==> config.mk <==
export PLATFORM = sky130hd
export DESIGN_NAME = scan_chain_ctrl
export DESIGN_NICKNAME = d
export VERILOG_FILES = /design/src/rtl/scan_ctrl_pkg.sv /design/src/rtl/scan_chain_ctrl.sv
export SDC_FILE = /design/constraint.sdc
export NUM_CORES = 1
export LEC_CHECK = 0
export ABC_CLOCK_PERIOD_IN_PS = 5000
export CAP_MARGIN = 15
export CORE_MARGIN = 2
export CORE_UTILIZATION = 45
export DETAILED_ROUTE_END_ITERATION = 7
export PLACE_DENSITY = 0.75
export SETUP_SLACK_MARGIN = 0.1
export SYNTH_ARGS = -nofsm -noshare
export SYNTH_HDL_FRONTEND = slang
export SYNTH_SLANG_ARGS = --single-unit
==> constraint.sdc <==
create_clock -name CK -period 5 [get_ports CK]
set_clock_uncertainty 0.15 [all_clocks]
set_input_delay 1 -clock CK [delete_from_list [all_inputs] [get_ports CK]]
set_output_delay 1 -clock CK [all_outputs]
set_load 0.02 [all_outputs]
==> src/rtl/scan_ctrl_pkg.sv <==
// scan_ctrl_pkg: shared types and default sizing for the scan-chain controller.
//   state_t        : controller FSM states
//   CHAIN_LEN_DEF  : default number of scan flops in the controlled chain
package scan_ctrl_pkg;

  localparam int unsigned CHAIN_LEN_DEF = 16;

  typedef enum logic [2:0] {
    IDLE    = 3'd0,
    LOAD    = 3'd1,
    CAPTURE = 3'd2,
    UNLOAD  = 3'd3,
    DONE    = 3'd4
  } state_t;

endpackage

==> src/rtl/scan_chain_ctrl.sv <==
// scan_chain_ctrl: drives se/sd of a scan chain to serially load a vector,
// fire one functional capture cycle, then unload the chain into a word.
//
// Ports:
//   CK            in   clock, rising edge
//   RN            in   asynchronous active-low reset
//   start         in   run request, sampled only in IDLE
//   load_data     in   vector to load; bit i lands in chain flop i
//   so            in   scan-out of the last chain flop
//   se            out  scan enable to every chain flop (1 = shift)
//   sd            out  serial data into chain flop 0
//   busy          out  high in every state except IDLE
//   done          out  one-cycle pulse, unload_data valid
//   unload_data   out  chain contents after capture; bit i = flop i
//   unload_parity out  XOR of unload_data (only with SCAN_CTRL_PARITY_EN)
//
// Build option: define SCAN_CTRL_PARITY_EN to add the unload_parity output.
module scan_chain_ctrl
  import scan_ctrl_pkg::*;
#(
  parameter int unsigned CHAIN_LEN = CHAIN_LEN_DEF
) (
  input  logic                 CK,
  input  logic                 RN,
  input  logic                 start,
  input  logic [CHAIN_LEN-1:0] load_data,
  input  logic                 so,
  output logic                 se,
  output logic                 sd,
  output logic                 busy,
  output logic                 done,
  output logic [CHAIN_LEN-1:0] unload_data
`ifdef SCAN_CTRL_PARITY_EN
  ,
  output logic                 unload_parity
`endif
);

  localparam int unsigned CNT_W = $clog2(CHAIN_LEN);

  state_t               state_q, state_d;
  logic [CNT_W-1:0]     cnt_q, cnt_d;
  logic [CHAIN_LEN-1:0] load_sh_q, load_sh_d;
  logic [CHAIN_LEN-1:0] unload_sh_q, unload_sh_d;
  logic [CHAIN_LEN-1:0] unload_data_q, unload_data_d;
  logic                 se_q, se_d;
  logic                 sd_q, sd_d;
  logic                 busy_q, busy_d;
  logic                 done_q, done_d;
  logic                 cnt_last;

  assign cnt_last = (cnt_q == CNT_W'(CHAIN_LEN - 1));

  // Next-state and next-output decode; outputs are registered from the
  // state being entered so they line up with the state register.
  always_comb begin
    state_d       = state_q;
    cnt_d         = cnt_q;
    load_sh_d     = load_sh_q;
    unload_sh_d   = unload_sh_q;
    unload_data_d = unload_data_q;
    se_d          = 1'b0;
    sd_d          = 1'b0;
    done_d        = 1'b0;

    case (state_q)
      IDLE: begin
        if (start) begin
          state_d   = LOAD;
          cnt_d     = '0;
          load_sh_d = load_data;
          se_d      = 1'b1;
          sd_d      = load_data[CHAIN_LEN-1];
        end
      end
      LOAD: begin
        // MSB goes first so that bit 0 ends up in flop 0 after the last shift.
        load_sh_d = CHAIN_LEN'({load_sh_q, 1'b0});
        if (cnt_last) begin
          state_d = CAPTURE;
          cnt_d   = '0;
        end else begin
          cnt_d = cnt_q + CNT_W'(1);
          se_d  = 1'b1;
          sd_d  = load_sh_d[CHAIN_LEN-1];
        end
      end
      CAPTURE: begin
        state_d = UNLOAD;
        cnt_d   = '0;
        se_d    = 1'b1;
      end
      UNLOAD: begin
        // First sample is the last flop, so it ends up in the MSB.
        unload_sh_d = CHAIN_LEN'({unload_sh_q, so});
        if (cnt_last) begin
          state_d       = DONE;
          cnt_d         = '0;
          unload_data_d = unload_sh_d;
          done_d        = 1'b1;
        end else begin
          cnt_d = cnt_q + CNT_W'(1);
          se_d  = 1'b1;
        end
      end
      DONE: begin
        state_d = IDLE;
      end
      default: begin
        state_d = IDLE;
        cnt_d   = '0;
      end
    endcase

    busy_d = (state_d != IDLE);
  end

  // State and output registers.
  always_ff @(posedge CK or negedge RN) begin
    if (!RN) begin
      state_q       <= IDLE;
      cnt_q         <= '0;
      load_sh_q     <= '0;
      unload_sh_q   <= '0;
      unload_data_q <= '0;
      se_q          <= 1'b0;
      sd_q          <= 1'b0;
      busy_q        <= 1'b0;
      done_q        <= 1'b0;
    end else begin
      state_q       <= state_d;
      cnt_q         <= cnt_d;
      load_sh_q     <= load_sh_d;
      unload_sh_q   <= unload_sh_d;
      unload_data_q <= unload_data_d;
      se_q          <= se_d;
      sd_q          <= sd_d;
      busy_q        <= busy_d;
      done_q        <= done_d;
    end
  end

`ifdef SCAN_CTRL_PARITY_EN
  logic unload_parity_q, unload_parity_d;

  // Parity tracks unload_data: refreshed on DONE entry, held otherwise.
  always_comb begin
    unload_parity_d = unload_parity_q;
    if (done_d) begin
      unload_parity_d = ^unload_data_d;
    end
  end

  always_ff @(posedge CK or negedge RN) begin
    if (!RN) begin
      unload_parity_q <= 1'b0;
    end else begin
      unload_parity_q <= unload_parity_d;
    end
  end

  assign unload_parity = unload_parity_q;
`endif

  assign se          = se_q;
  assign sd          = sd_q;
  assign busy        = busy_q;
  assign done        = done_q;
  assign unload_data = unload_data_q;

endmodule
# Word level (Yosys, flattened, before mapping)
# Cells that the tools add are included.
# op_classes
n_addsub	1
eq_ne	6
n_mux	17
n_bitwise	1
n_reduce_logical	7
# op_table
op	count
$pmux 15 s2	1
$mux 15	1
$pmux 3 s4	1
$pmux 4 s3	1
$mux 3	3
$mux 4	2
$eq 3x2->1 const B	2
$mux 1	6
$reduce_and 2->1	3
$add 4x1->4 const B	1
$eq 4x4->1 const B	1
$eq 3x1->1 const B	1
$eq 3x3->1 const B	1
$logic_not 3->1	1
$pmux 1 s3	1
$reduce_bool 3->1	1
$ne 2x2->1 const B	1
$pmux 1 s2	1
$reduce_bool 2->1	1
$reduce_or 2->1	1
$not 1->1	1
# word_totals
regBits	57
inputBits	20
output_inout_bits	20
elab_cells	41

# Longest topological paths before layout
# logic_depth
ltp_word	4
depth_mapped	6
mapped_depth_nobuf	4

# Worst setup path after synthesis
# No wires, ideal clock.
# synth_path
path_type	in2reg
start	input port start
end	register load_sh_q[11]
setup_time_ps	123
arrival_time_ps	1788
required_time_ps	4727
path_slack_ps	2939
cell_stages	4
path_buffers	1
path_cell_list	nor4b_4 > buf_4 > or2b_1 > o221a_1
# synth_between
elab_chain_cells	2
# synth_rtl
element	line_no	text
start: declaration	scan_chain_ctrl.sv:25	input logic start,
$ne 2x2->1 (no source line)	--	
$reduce_and 2->1 (no source line)	--	
end signal: assignment	scan_chain_ctrl.sv:133	load_sh_q <= load_sh_d;
end: declaration	scan_chain_ctrl.sv:43	logic [CHAIN_LEN-1:0] load_sh_q, load_sh_d;
# Every way passes these cells.
# A chain may end at the register's enable or synchronous reset.

# Worst setup path after layout
# layout_path
start	input port start
end	register load_sh_q[14]
# The elaborated chain is that of the path after synthesis.

==> impl_metrics.yaml <==
job:
  drv_cap: 0
yosys:
  synth-xor-area-share_pct: 0.368
  yosys_warnings: 0
  yosysTopAreaCellShare_pct: 59.9
  yosys.area.top_type: "dfrtp_1"
  synth_cells: 158
  muxShareOfSynthArea_pct: 15.5
  synth_seq_cells: 57
  syn_area_um2: 2380
  synth-adder-area-share_pct: 0.525
  synth_area_leaders: "dfrtp_1 60%, mux2_1 15%, o221a_1 6.6%"
  syn-num-nets: 179
  synth_compound_area_share_pct: 8.78
  syn_area_per_cell_um2: 15.1
  ys_types: 28
  synth_top_family_by_area: "multiplexers"
  yosys.area_share.simple_pct: 11.4
  yosysSeqAreaShare_pct: 59.9
pwr:
  combPwrFrac_pct: 32.7
  clkPwrFrac_pct: 23.7
  ir_drop_v: 0.000230
  internal_power_w: 0.00120
  switching_share_pct: 31.8
  p_leak_nw: 1.28
  p_per_area_nw_per_um2: 594
  p_seq_share_pct: 43.6
  switching_power_w: 0.000562
floorplanning:
  rows: 26
  pin_count: 40
  fp.dieW_um: 76.7
  core_area_um2: 5110
  die-area_um2: 5890
  initial_core_util_pct: 46.6
  die_y_um: 76.7
routing:
  wire_per_inst_um: 15.7
  drt_iter0_drc: 97
  vias: 1413
  dr.pass1.iters: 4
  drcViolationCount: 0
  wl_um: 4330
  ant_nets: 0
  viasPerCell: 5.14
placed_design:
  dp_hpwl_um: 2950
  gp_congestion: 0.770
  pre_cts_slack_ps: 2080
  io_buffers: 39
setup_path:
  cp-end-kind: "register"
  crit_required_ps: 5110
  cp_data_arrival_time_ps: 2690
  crit_type: "in2reg"
  cp_max_fo: 17
  crit_path_start_kind: "input port"
cells_and_area:
  diodes: 0
  nNetsFinal: 222
  syn_to_final_growth_pct: 24.9
  n_fill_cell: 415
  drive_above_1_share_pct: 9.76
timing:
  setup_slack_ps: 2420
  drv_slew: 0
  worst_slew_pin_slew_ps: 705
  period_needed_ps: 2580
  setup_violations: 0
  rsz0062_at_grt: "no"
  fin_tns_setup_ps: 0
  max_freq_mhz: 387
  relSlewSlack_pct: 52.8
  finalHoldViolations: 0
  finalCritPeriodShare_pct: 51.6
cts:
  cts_resized: 0
  clkSinkCount: 57
  cts_hold_buf: 0
  clk_path_buf_depth: 2
  cts_tree: "yes"
  cts-root-buf: "clkbuf_8"
  post-cts-setup-buffers: 0
  cts_made_buffers: 9
  htree_levels: 3
  clkLatencyLatePin_ps: 330
  path_clk_slew_ps: 60
global_route:
  grt_pass1_vias: 1479
  antenna_found_initial: 0
  grt_overflow: 0
  grtUsageTotal_pct: 16.0
  grt_pass1_wl_um: 7190
  grt_max_degree: 58
status:
  outcome: "completed"
hold_path:
  hp-class: "reg2reg"
synth_stat cells, drive strengths merged:
library cell and instances:
nor3 2, mux2 31, nand4 1, and2 2, or2b 11, nand2 2
dfrtp 57, buf 8, nand3 3, a32o 3, nand3b 1, or3b 1
xor2 1, o21ai 1, nor4b 1, nand2b 6, mux2i 2, a21o 1
nor2b 1, nor2 7, o221a 14, ha 1, a2bb2oi 1
kinds of logic after synthesis:
family                     count (synthesis)
and+or+nand+nor                           38
muxes                                     33
xor gates and xnor gates                   1
buffers and inverters                      8
DFF                                       57
AOI/OAI and AO/OA                         20
adders and majority gates                  1
sequential cells by signal, indices dropped and copies added, names as in the netlist:
register and count:
sd 1, unload_data 16, load_sh_q 15, busy 1, cnt_q 4, done 1, state_q 3, se 1
unload_sh_q 15
cell type report:
| cell class | instances | area [µm²] | share of cell area [%] |
|---|---|---|---|
| repair buffers | 40 | 393 | 13.2 |
| flip-flops and latches | 57 | 1430 | 48.0 |
| clock buffers | 12 | 155 | 5.22 |
| well taps | 70 | 87.6 | 2.95 |
| multi-input cells | 93 | 871 | 29.3 |
| clock inverters | 3 | 40.0 | 1.35 |
worst max-delay path: stages:
cell	delay, ps
clkdlybuf4s50_1	510
nor4b_4	610
nand2b_4	350
o221a_1	220
power groups by stage:
stage | clock, W | sequential [W] | combinational [W]
finish | 0.000419 | 0.000770 | 0.000577
global route | 0.000451 | 0.000794 | 0.000629
CTS | 0.000430 | 0.000769 | 0.000588
detailed placement | 0 | 0.000775 | 0.000585
global placement | 0 | 0.000761 | 0.000547
floorplan | 0 | 0.000782 | 0.000425
final timing paths:
path	start	to	slack (ps)	cells after the start
setup reg to reg	cnt_q[0]$_DFFE_PN0P_	unload_data[2]$_DFFE_PN0P_	2930	4
hold / removal	unload_data[9]$_DFFE_PN0P_	unload_data[9]$_DFFE_PN0P_	330	1
max in group asynchronous	RN	load_sh_q[0]$_DFFE_PN0P_	3600	2
min in group asynchronous	RN	unload_data[13]$_DFFE_PN0P_	650	2
setup / recovery	start	load_sh_q[14]$_DFFE_PN0P_	2420	4
hold reg to reg	unload_data[9]$_DFFE_PN0P_	unload_data[9]$_DFFE_PN0P_	330	1
per-layer routing:
layer | share of wire, % | GRT usage (%) | vias up
met1 | 42 | 19.7 | 703
met3 | 3.4 | 4.94 | 10
met4 | 3.0 | 9.82 | 0
met5 | 0 | 0 | -
li1 | - | - | 664
met2 | 51 | 24.6 | 36
through the flow:
| step | area, µm² | util [%] | instances | power, W | hold slack [ps] |
|---|---|---|---|---|---|
| floorplan | 2380 | - | 158 | 0.00121 | 310 |
| global route | 2970 | 58.2 | 275 | 0.00187 | 349 |
| detailed placement | 2780 | 54.4 | 260 | 0.00136 | 324 |
| finish | 2970 | 58.2 | 275 | 0.00177 | 330 |
| CTS | 2970 | 58.2 | 275 | 0.00179 | 338 |
| global placement | 2780 | 54.4 | 260 | 0.00131 | 318 |
placed cells by master (no fill, tap or decap):
master / count
dfrtp_1: 57
clkdlybuf4s50_1: 38
mux2_1: 31
o221a_1: 14
or2b_1: 11
clkbuf_8: 11
nor2_1: 6
nand2b_1: 5
nand3_1: 3
a32o_1: 3
nor3_1: 2
and2_1: 2
nand2_1: 2
mux2i_1: 2
clkinv_2: 2
nand4_1: 1
nor4b_4: 1
nand3b_4: 1
nor2_4: 1
xor2_1: 1
nor2b_1: 1
a2bb2oi_1: 1
o21ai_0: 1
or3b_1: 1
nand2b_4: 1
a21o_1: 1
ha_1: 1
clkbuf_1: 1
bufinv_16: 1
buf_2: 1
buf_4: 1
Note: power is estimated with default switching activity, not from simulation.
